### src/rtl/seg_scan_controller.sv
// -----------------------------------------------------------------------------
// seg_scan_controller
//
// Time-multiplexes a single 7448-style BCD-to-7-segment decoder across
// NUM_DIGITS common-cathode digits. Digits are scanned LSB-first (digit 0 is
// the rightmost). Between two lit digits all digit enables are dropped for
// GAP_CYCLES clocks so the decoder output can settle without ghosting onto the
// neighbouring digit.
//
// The displayed value is double-buffered. A load strobe parks digits_in in a
// pending register, which is promoted to the display register only at the
// frame wrap. A displayed frame therefore never mixes old and new digits.
//
// Leading-zero blanking is computed from the display register and presented to
// the decoder through its ripple-blank input (RBI). Lamp-test and blank-all
// requests are forwarded to the decoder's LT and BI inputs.
//
// All outputs are decoded purely from registers. The override and blanking
// inputs (lz_en, lamp_test, blank_all) are registered first, so they act one
// clock after they are applied.
//
// Handshake: load is a single-cycle strobe with no back-pressure. A strobe is
// accepted in every cycle that rst is low. It is ignored while rst is high.
// frame_done is a single-cycle pulse with no acknowledge.
//
// Ports
//   clk          in   system clock; all state changes on the rising edge
//   rst          in   synchronous reset, active-high
//   digits_in    in   4*NUM_DIGITS BCD digits; digit i = digits_in[4i+3:4i]
//   load         in   1-cycle strobe that captures digits_in
//   lz_en        in   1 = blank leading zeros
//   lamp_test    in   1 = light all segments (decoder LT)
//   blank_all    in   1 = display dark
//   dec_data     out  BCD code of the digit currently selected
//   dec_LT       out  decoder lamp test
//   dec_RBI      out  decoder ripple-blank input (a zero code shows dark)
//   dec_BI       out  decoder blank, 1 = extinguish
//   digit_en     out  one-hot digit enable, active-high; all 0 during a gap
//   frame_done   out  1-cycle pulse after each frame wrap
//   o_dbg_state  out  current scan FSM state (0 = GAP, 1 = DRIVE)
// -----------------------------------------------------------------------------
module seg_scan_controller #(
  parameter int NUM_DIGITS   = 4,
  parameter int DRIVE_CYCLES = 49000,
  parameter int GAP_CYCLES   = 1000
) (
  input  logic                    clk,
  input  logic                    rst,
  input  logic [4*NUM_DIGITS-1:0] digits_in,
  input  logic                    load,
  input  logic                    lz_en,
  input  logic                    lamp_test,
  input  logic                    blank_all,
  output logic [3:0]              dec_data,
  output logic                    dec_LT,
  output logic                    dec_RBI,
  output logic                    dec_BI,
  output logic [NUM_DIGITS-1:0]   digit_en,
  output logic                    frame_done,
  output logic                    o_dbg_state
);

  localparam int IDX_W   = (NUM_DIGITS > 2) ? $clog2(NUM_DIGITS) : 1;
  localparam int CNT_MAX = (DRIVE_CYCLES > GAP_CYCLES) ? DRIVE_CYCLES : GAP_CYCLES;
  localparam int CNT_W   = $clog2(CNT_MAX + 1);

  localparam logic [CNT_W-1:0] GAP_LAST   = CNT_W'(GAP_CYCLES - 1);
  localparam logic [CNT_W-1:0] DRIVE_LAST = CNT_W'(DRIVE_CYCLES - 1);
  localparam logic [IDX_W-1:0] IDX_LAST   = IDX_W'(NUM_DIGITS - 1);

  typedef enum logic {
    ST_GAP   = 1'b0,
    ST_DRIVE = 1'b1
  } state_t;

  // ---------------------------------------------------------------------------
  // Registers
  // ---------------------------------------------------------------------------
  state_t                    r_state;
  logic [IDX_W-1:0]          r_idx;
  logic [CNT_W-1:0]          r_cnt;
  logic [4*NUM_DIGITS-1:0]   r_disp;
  logic [4*NUM_DIGITS-1:0]   r_pend;
  logic                      r_pend_flag;
  logic                      r_frame_done;
  logic                      r_lz;
  logic                      r_lt;
  logic                      r_ba;

  // ---------------------------------------------------------------------------
  // Next-state wires
  // ---------------------------------------------------------------------------
  state_t                    w_state_nxt;
  logic [IDX_W-1:0]          w_idx_nxt;
  logic [CNT_W-1:0]          w_cnt_nxt;
  logic                      w_wrap;

  // ---------------------------------------------------------------------------
  // Decode wires
  // ---------------------------------------------------------------------------
  logic [3:0]                w_digit;
  logic [NUM_DIGITS-1:0]     w_onehot;
  logic [NUM_DIGITS-1:0]     w_lz_mask;
  logic                      w_upper_zero;
  logic                      w_cur_blanked;

  assign o_dbg_state = r_state;
  assign frame_done  = r_frame_done;

  // ---------------------------------------------------------------------------
  // Scan FSM: next state
  // ---------------------------------------------------------------------------
  always_comb begin
    w_state_nxt = r_state;
    w_idx_nxt   = r_idx;
    w_cnt_nxt   = r_cnt + CNT_W'(1);
    w_wrap      = 1'b0;
    case (r_state)
      ST_GAP: begin
        if (r_cnt == GAP_LAST) begin
          w_state_nxt = ST_DRIVE;
          w_cnt_nxt   = '0;
        end
      end
      ST_DRIVE: begin
        if (r_cnt == DRIVE_LAST) begin
          w_state_nxt = ST_GAP;
          w_cnt_nxt   = '0;
          if (r_idx == IDX_LAST) begin
            // The last digit has finished, so the frame wraps here.
            w_idx_nxt = '0;
            w_wrap    = 1'b1;
          end else begin
            w_idx_nxt = r_idx + IDX_W'(1);
          end
        end
      end
      default: begin
        w_state_nxt = ST_GAP;
        w_idx_nxt   = '0;
        w_cnt_nxt   = '0;
      end
    endcase
  end

  // ---------------------------------------------------------------------------
  // Scan FSM, buffers and registered override inputs
  // ---------------------------------------------------------------------------
  always_ff @(posedge clk) begin
    if (rst) begin
      r_state      <= ST_GAP;
      r_idx        <= '0;
      r_cnt        <= '0;
      r_disp       <= '0;
      r_pend       <= '0;
      r_pend_flag  <= 1'b0;
      r_frame_done <= 1'b0;
      r_lz         <= 1'b0;
      r_lt         <= 1'b0;
      r_ba         <= 1'b0;
    end else begin
      r_state      <= w_state_nxt;
      r_idx        <= w_idx_nxt;
      r_cnt        <= w_cnt_nxt;
      r_frame_done <= w_wrap;
      r_lz         <= lz_en;
      r_lt         <= lamp_test;
      r_ba         <= blank_all;

      if (w_wrap) begin
        // A load on the wrap edge bypasses the pending buffer, so the new
        // value is used in the frame that starts now.
        if (load) begin
          r_disp <= digits_in;
        end else if (r_pend_flag) begin
          r_disp <= r_pend;
        end
        r_pend_flag <= 1'b0;
      end else if (load) begin
        // Later loads in the same frame overwrite earlier ones.
        r_pend      <= digits_in;
        r_pend_flag <= 1'b1;
      end
    end
  end

  // ---------------------------------------------------------------------------
  // Digit select, one-hot enable and leading-zero mask
  // ---------------------------------------------------------------------------
  always_comb begin
    w_digit       = 4'h0;
    w_onehot      = '0;
    w_lz_mask     = '0;
    w_upper_zero  = 1'b1;
    w_cur_blanked = 1'b0;

    for (int i = 0; i < NUM_DIGITS; i++) begin
      if (r_idx == IDX_W'(i)) begin
        w_digit     = r_disp[4*i +: 4];
        w_onehot[i] = 1'b1;
      end
    end

    // Walk from the most significant digit down. A digit is a leading zero
    // while every digit from it upward is zero. Digit 0 always shows.
    for (int i = NUM_DIGITS - 1; i >= 0; i--) begin
      w_upper_zero = w_upper_zero & (r_disp[4*i +: 4] == 4'h0);
      w_lz_mask[i] = r_lz & w_upper_zero & (i != 0);
    end

    for (int i = 0; i < NUM_DIGITS; i++) begin
      if (r_idx == IDX_W'(i)) begin
        w_cur_blanked = w_lz_mask[i];
      end
    end
  end

  // ---------------------------------------------------------------------------
  // Output decode (from registers only)
  // ---------------------------------------------------------------------------
  always_comb begin
    dec_data = w_digit;
    digit_en = '0;
    dec_BI   = 1'b1;
    dec_LT   = 1'b0;
    dec_RBI  = 1'b0;
    if (r_state == ST_DRIVE) begin
      if (r_ba) begin
        // blank_all wins over lamp_test. The scan keeps running underneath.
        digit_en = '0;
        dec_BI   = 1'b1;
        dec_LT   = 1'b0;
        dec_RBI  = w_cur_blanked;
      end else if (r_lt) begin
        digit_en = w_onehot;
        dec_BI   = 1'b0;
        dec_LT   = 1'b1;
        dec_RBI  = 1'b0;
      end else begin
        digit_en = w_onehot;
        dec_BI   = 1'b0;
        dec_LT   = 1'b0;
        dec_RBI  = w_cur_blanked;
      end
    end
  end

endmodule

### config.mk
export PLATFORM = sky130hd
export DESIGN_NAME = seg_scan_controller
export DESIGN_NICKNAME = d
export VERILOG_FILES = /design/src/rtl/seg_scan_controller.sv
export SDC_FILE = /design/constraint.sdc
export NUM_CORES = 1
export LEC_CHECK = 0
export ABC_AREA = 1
export CAP_MARGIN = 20
export CORE_AREA = 2 2 80 82
export CTS_CLUSTER_DIAMETER = 30
export CTS_CLUSTER_SIZE = 16
export DETAILED_ROUTE_END_ITERATION = 6
export DIE_AREA = 0 0 82 84
export HOLD_SLACK_MARGIN = 0.02
export PLACE_DENSITY = 0.71
export SYNTH_ARGS = -nofsm -noshare
export SYNTH_HDL_FRONTEND = slang
export SYNTH_SLANG_ARGS = --single-unit
### constraint.sdc
create_clock -name clk -period 2.36 [get_ports clk]
set_clock_uncertainty 0.2 [all_clocks]
set_input_delay 0.354 -clock clk [delete_from_list [all_inputs] [get_ports clk]]
set_output_delay 0.354 -clock clk [all_outputs]
set_load 0.03 [all_outputs]
==> results of run 1 <==
==> routing by layer <==
metal / part of all wire / track usage / up-vias
met3: 0.034 / 0.03680 / 9
met2: 0.52 / 0.3474 / 33
met5: 0 / 0 / -
met4: 0.018 / 0.05758 / 0
li1: - / - / 1359
met1: 0.42 / 0.2037 / 1160
==> repair_timing <==
action | in CTS | in global routing
hold endpoints to repair | 0 | 0
resized for setup | 2 | 3
hold buffers | 0 | 0
setup endpoints to repair | 2 | 5
==> area by class of cell <==
cell class                      instances  area, µm²
Inverter                               58      217.7
Clock inverter                          2      35.03
Timing Repair Buffer                   39      375.4
Clock buffer                            6      72.57
Fill cell                             602       2694
Multi-Input combinational cell        286       1484
Sequential cell                        56       1121
Tap cell                               77      96.34
==> final timing paths <==
kind,from,to,depth (start not counted)
worst max-delay path,r_idx[0],dec_RBI,7
worst min-delay path,load,r_pend_flag,3
worst max register to register,r_cnt[0],r_pend[1],8
worst min register to register,r_cnt[0],r_cnt[0],1
==> placed cells by master, fill, tap and decap left out, types with 2 or more instances in the layout <==
cell type,count
a21oi_1,23
a22oi_1,4
buf_4,9
clkbuf_8,5
clkdlybuf4s50_1,24
dfxtp_1,56
dlygate4sd2_1,2
dlymetal6s2s_1,2
ha_1,5
inv_1,56
mux2_2,16
nand2_1,77
nand2_2,2
nand3_1,24
nand3_2,2
nand4_1,2
nor2_1,87
nor2_2,5
nor3_1,6
o211ai_1,4
o21ai_0,14
xor2_1,7
==> where the power goes <==
part / switching [mW] / internal [mW] / leakage, nW
Combinational: 0.0717 / 0.0824 / 1.07
Clock: 0.301 / 0.315 / 0.0552
Sequential: 0.0127 / 0.971 / 0.457
==> kinds of logic (layout without fill, tap and decap cells) <==
| group | count (synthesis) | in the layout | synth area share |
|---|---|---|---|
| AOI/OAI and AO/OA | 46 | 46 | 0.08568 |
| xor gates and xnor gates | 8 | 8 | 0.02387 |
| adders and majority gates | 5 | 5 | 0.02131 |
| buffers and inverters | 75 | 105 | 0.1125 |
| DFF | 56 | 56 | 0.3819 |
| muxes | 16 | 16 | 0.06138 |
| and+or+nand+nor | 211 | 211 | 0.3133 |
==> flip-flops by register name (all words and copies together), names as in the netlist <==
| signal | flops |
|---|---|
| r_pend | 16 |
| r_idx | 2 |
| r_cnt | 16 |
| o_dbg_state | 1 |
| r_ba | 1 |
| r_disp | 16 |
| frame_done | 1 |
| r_lz | 1 |
| r_lt | 1 |
| r_pend_flag | 1 |
==> per-stage QoR <==
stage / area (µm²) / hold WS, ps
6_report: 3402 / 142.4
5_1_grt: 3402 / 176.2
4_1_cts: 3397 / 134.8
3_5_place_dp: 3292 / 236.4
3_3_place_gp: 3292 / 231.0
2_1_floorplan: 2935 / 217.8
==> worst max-delay path: stages (launching register included) <==
cell,delay [ps]
dfxtp_1,400
inv_1,90
ha_1,270
inv_2,120
o21ai_0,90
a31oi_1,170
nor3_1,70
buf_4,170
==> metrics.txt, run 1 <==
status finished clean; actual slew at the worst max-slew pin 512.8 ps; die width 82 µm; # rows 29; area leader, netlist dfxtp_1; synthesized flop and latch total 56; vias in the first global route 2,451; clk_lat worst skew 320 ps; Post-synth top cells 87 x nor2_1, 77 x nand2_1, 57 x inv_1, 56 x dfxtp_1, 24 x nand3_1; Gate Count Post-Synth 417; Placed Cells incl. Taps 516; crit path DAT 1680 ps; Reg clk slew, reported paths 90 ps; most numerous cell in the Yosys netlist nor2_1; max-slew violations 0; I/O pin count 35; Ant. Diodes 0; utilization after layout 0.5581; CTS tree built; DRT iter0 DRCs 97; critical path class flip-flop to primary output; CP Launch Type flip-flop; largest net degree at the start of global routing 49; Mapped Area 0.002935 mm²; leakage power 1.583 nW; DIE AREA 0.006888 mm²; PnR Total Power 1.754 mW; CTS Buf Count 5; Fin. Hold Viols 0; core area 0.006096 mm²; Post-CTS Repair Setup Buffers 0; Worst IR Drop VDD 0.3045 mV; final std cells w/o fill 524; Routed Antenna Nets 0; ys flop type dfxtp_1; Synth area leaders dfxtp_1 38%, nor2_1 11%, nand2_1 9.8%; max cap viols 0; clk buf depth 2; Post-synth EDFFs 0; CP max FO 6; final period utilization 0.9459; setup TNS 0 ps; drt first pass iters 4; Final Worst Setup Slack 127.8 ps; chip height 84 µm; r2r setup slk 360 ps; hold crit path type input port to flip-flop; final setup vio count 0; RSZ-0062 raised after global routing false; Yosys warning count 0; sequential-to-total area share from yosys stat 0.3819; placer congestion estimate 0.9271; Slew headroom 0.6572; Synth top area share 0.3819; grt total ovfl 0; asr flop ratio synth 0; first-pass GRT wire length 10.16 mm; Fmax 448.0 MHz; DR vias 2,561; PwrDens 515.6 mW/mm²; CP required 1810 ps; number of buffers added on ports 34; clock tree root buffer cell clkbuf_8; initial antenna violation count 0; final wirelength 6.081 mm; H-tree depth 2; Place WS 237.3 ps; Final #Nets 473; vias per inst 4.887; clk sinks 56; DRC viols 0; Area Growth Syn to Fin 15.90%; Avg Cell Area, Syn 7.039 µm²; crit path time final 2232 ps; initial core utilization 0.4815; HPWL after detailed placement 4.501 mm; Synth Net Count 444; gr usage total 0.1859; crit path capture type primary output; share of layout cells above drive strength 1 0.1074; drt wl/cell 11.60 µm; Netlist cell types 31
Power figures use the tool's default switching activity.
==> inputs of run 2 (changes only) <==
--- a/config.mk
+++ b/config.mk
@@ -8,12 +8,14 @@
 export ABC_AREA = 1
 export CAP_MARGIN = 20
 export CORE_AREA = 2 2 80 82
+export CTS_BUF_LIST = sky130_fd_sc_hd__clkbuf_8
 export CTS_CLUSTER_DIAMETER = 30
 export CTS_CLUSTER_SIZE = 16
 export DETAILED_ROUTE_END_ITERATION = 6
 export DIE_AREA = 0 0 82 84
 export HOLD_SLACK_MARGIN = 0.02
 export PLACE_DENSITY = 0.71
+export SLEW_MARGIN = 20
 export SYNTH_ARGS = -nofsm -noshare
 export SYNTH_HDL_FRONTEND = slang
 export SYNTH_SLANG_ARGS = --single-unit
==> run 2 against run 1 <==
Largest power group unchanged. Die area unchanged. Sequential power about the same. Power down 0.23%. Register-to-register slack about the same. Setup slack about the same. Non-clock buffer count unchanged. Global-route usage unchanged. Via count unchanged.
==> metrics.txt, run 2 (synthesis gave the netlist of run 1 again) <==
initial antenna violation count 0; H-tree depth 2; drt wl/cell 11.60 µm; r2r worst-path depth 8; max cap viols 0; crit path DAT 1680 ps; DR vias 2,561; Worst IR Drop VDD 0.3047 mV; Fin. Hold Viols 0; critical path class flip-flop to primary output; CP max FO 6; r2r setup slk 360 ps; Slowest cell on crit path dfxtp_1; Top Registers r_cnt (16), r_disp (16), r_pend (16); Place WS 237.3 ps; status finished clean; CP required 1810 ps; Hold EP r_pend_flag; Reg clk slew, reported paths 90 ps; Slew headroom 0.6572; leakage power 1.587 nW; Routed Antenna Nets 0; Final #Nets 473; final wirelength 6.080 mm; drt first pass iters 4; I/O pin count 35; CTS tree built; CP Launch Type flip-flop; final setup vio count 0; CTS Buf Count 5; delay-heaviest family, CP flip-flops; DRT iter0 DRCs 97; gr usage total 0.1859; # rows 29; number of buffers added on ports 34; end of the worst register-to-register path r_pend[1]; vias in the first global route 2,451; min-delay src load; actual slew at the worst max-slew pin 512.8 ps; grt total ovfl 0; RSZ-0062 raised after global routing false; chip height 84 µm; PnR Total Power 1.750 mW; dpl cell area 0.003292 mm²; PwrDens 514.4 mW/mm²; Post-CTS Repair Setup Buffers 0; DRC viols 0; Final Worst Setup Slack 128.0 ps; max-slew violations 0; die width 82 µm; Area Growth Syn to Fin 15.90%; Fmax 448.0 MHz; crit path time final 2232 ps; largest net degree at the start of global routing 49; Ant. Diodes 0; Max stage delay on crit path 400 ps; Hold-fix buffers, CTS 0; CP bufs+invs 3; hold crit path type input port to flip-flop; worst hold path depth 3; Final Instance Area 0.003402 mm²; Reg2Reg Launch Point r_cnt[0]; DIE AREA 0.006888 mm²; most frequent cells in the layout 87 x nor2_1, 77 x nand2_1, 57 x inv_1; clk buf depth 2; first-pass GRT wire length 10.16 mm; core area 0.006096 mm²; final period utilization 0.9458; Critical Path, Cell by Cell inv_1 -> ha_1 -> inv_2 -> o21ai_0 -> a31oi_1 -> nor3_1 -> buf_4; initial core utilization 0.4815; leading cell type in the layout, fill and taps excluded nor2_1; HPWL after detailed placement 4.501 mm; utilization after layout 0.5581; setup TNS 0 ps; vias per inst 4.887; placer congestion estimate 0.9271; crit path capture type primary output; clk sinks 56; clk_lat worst skew 320 ps; share of layout cells above drive strength 1 0.1074; clock tree root buffer cell clkbuf_8
## run 2: worst register-to-register path: stages, from the launching register on
cell and delay [ps]:
dfxtp_1 360, ha_1 190, nand2_2 100, nor2_2 130
nand2_2 80, nor2_4 180, nand3_4 340, a21oi_1 270
nor2_1 60
## run 2: per-layer routing
metal,track usage,share of wire
met1,0.2037,0.42
met2,0.3474,0.52
met3,0.03680,0.034
met4,0.05758,0.018
met5,0,0
## run 2: stage by stage
step / instances / hold WS [ps]
after CTS: 524 / 134.5
final: 524 / 142.3
after floorplan: 417 / 217.8
after global routing: 524 / 176.1
after detailed placement: 516 / 236.4
after global placement: 516 / 231.0
## run 2: how the worst max path moves through the flow
| stage | from | endpoint | depth (start not counted) | slack [ps] |
|---|---|---|---|---|
| 2_1_floorplan | r_idx[0] | dec_RBI | 4 | 110 |
| 3_3_place_gp | r_idx[0] | digit_en[2] | 5 | 270 |
| 3_5_place_dp | r_idx[0] | digit_en[2] | 5 | 240 |
| 4_1_cts | r_idx[0] | digit_en[0] | 5 | 20 |
| 5_1_grt | r_idx[0] | dec_data[2] | 7 | 10 |
| 6_report | r_idx[0] | dec_RBI | 7 | 130 |
## run 2: repair_timing
action,in CTS,in global routing
pin swaps,0,0
setup endpoints to repair,2,5
endpoints found under the hold margin,0,0
gates cloned,0,0
gates resized for setup,2,3
## run 2: power by group
group          switching [mW]  leakage [nW]  internal [mW]
combinational          0.0717          1.07         0.0824
clock                   0.301        0.0593          0.311
sequential             0.0127         0.457          0.971
total                   0.385          1.59           1.36
## run 2: cell type report
type / count / area (µm²)
well taps: 77 / 96.34
clock inverters: 3 / 38.79
inverters: 58 / 217.7
flip-flops and latches: 56 / 1121
clock buffers: 5 / 68.82
repair buffers: 39 / 375.4
multi-input cells: 286 / 1484
fillers: 602 / 2694
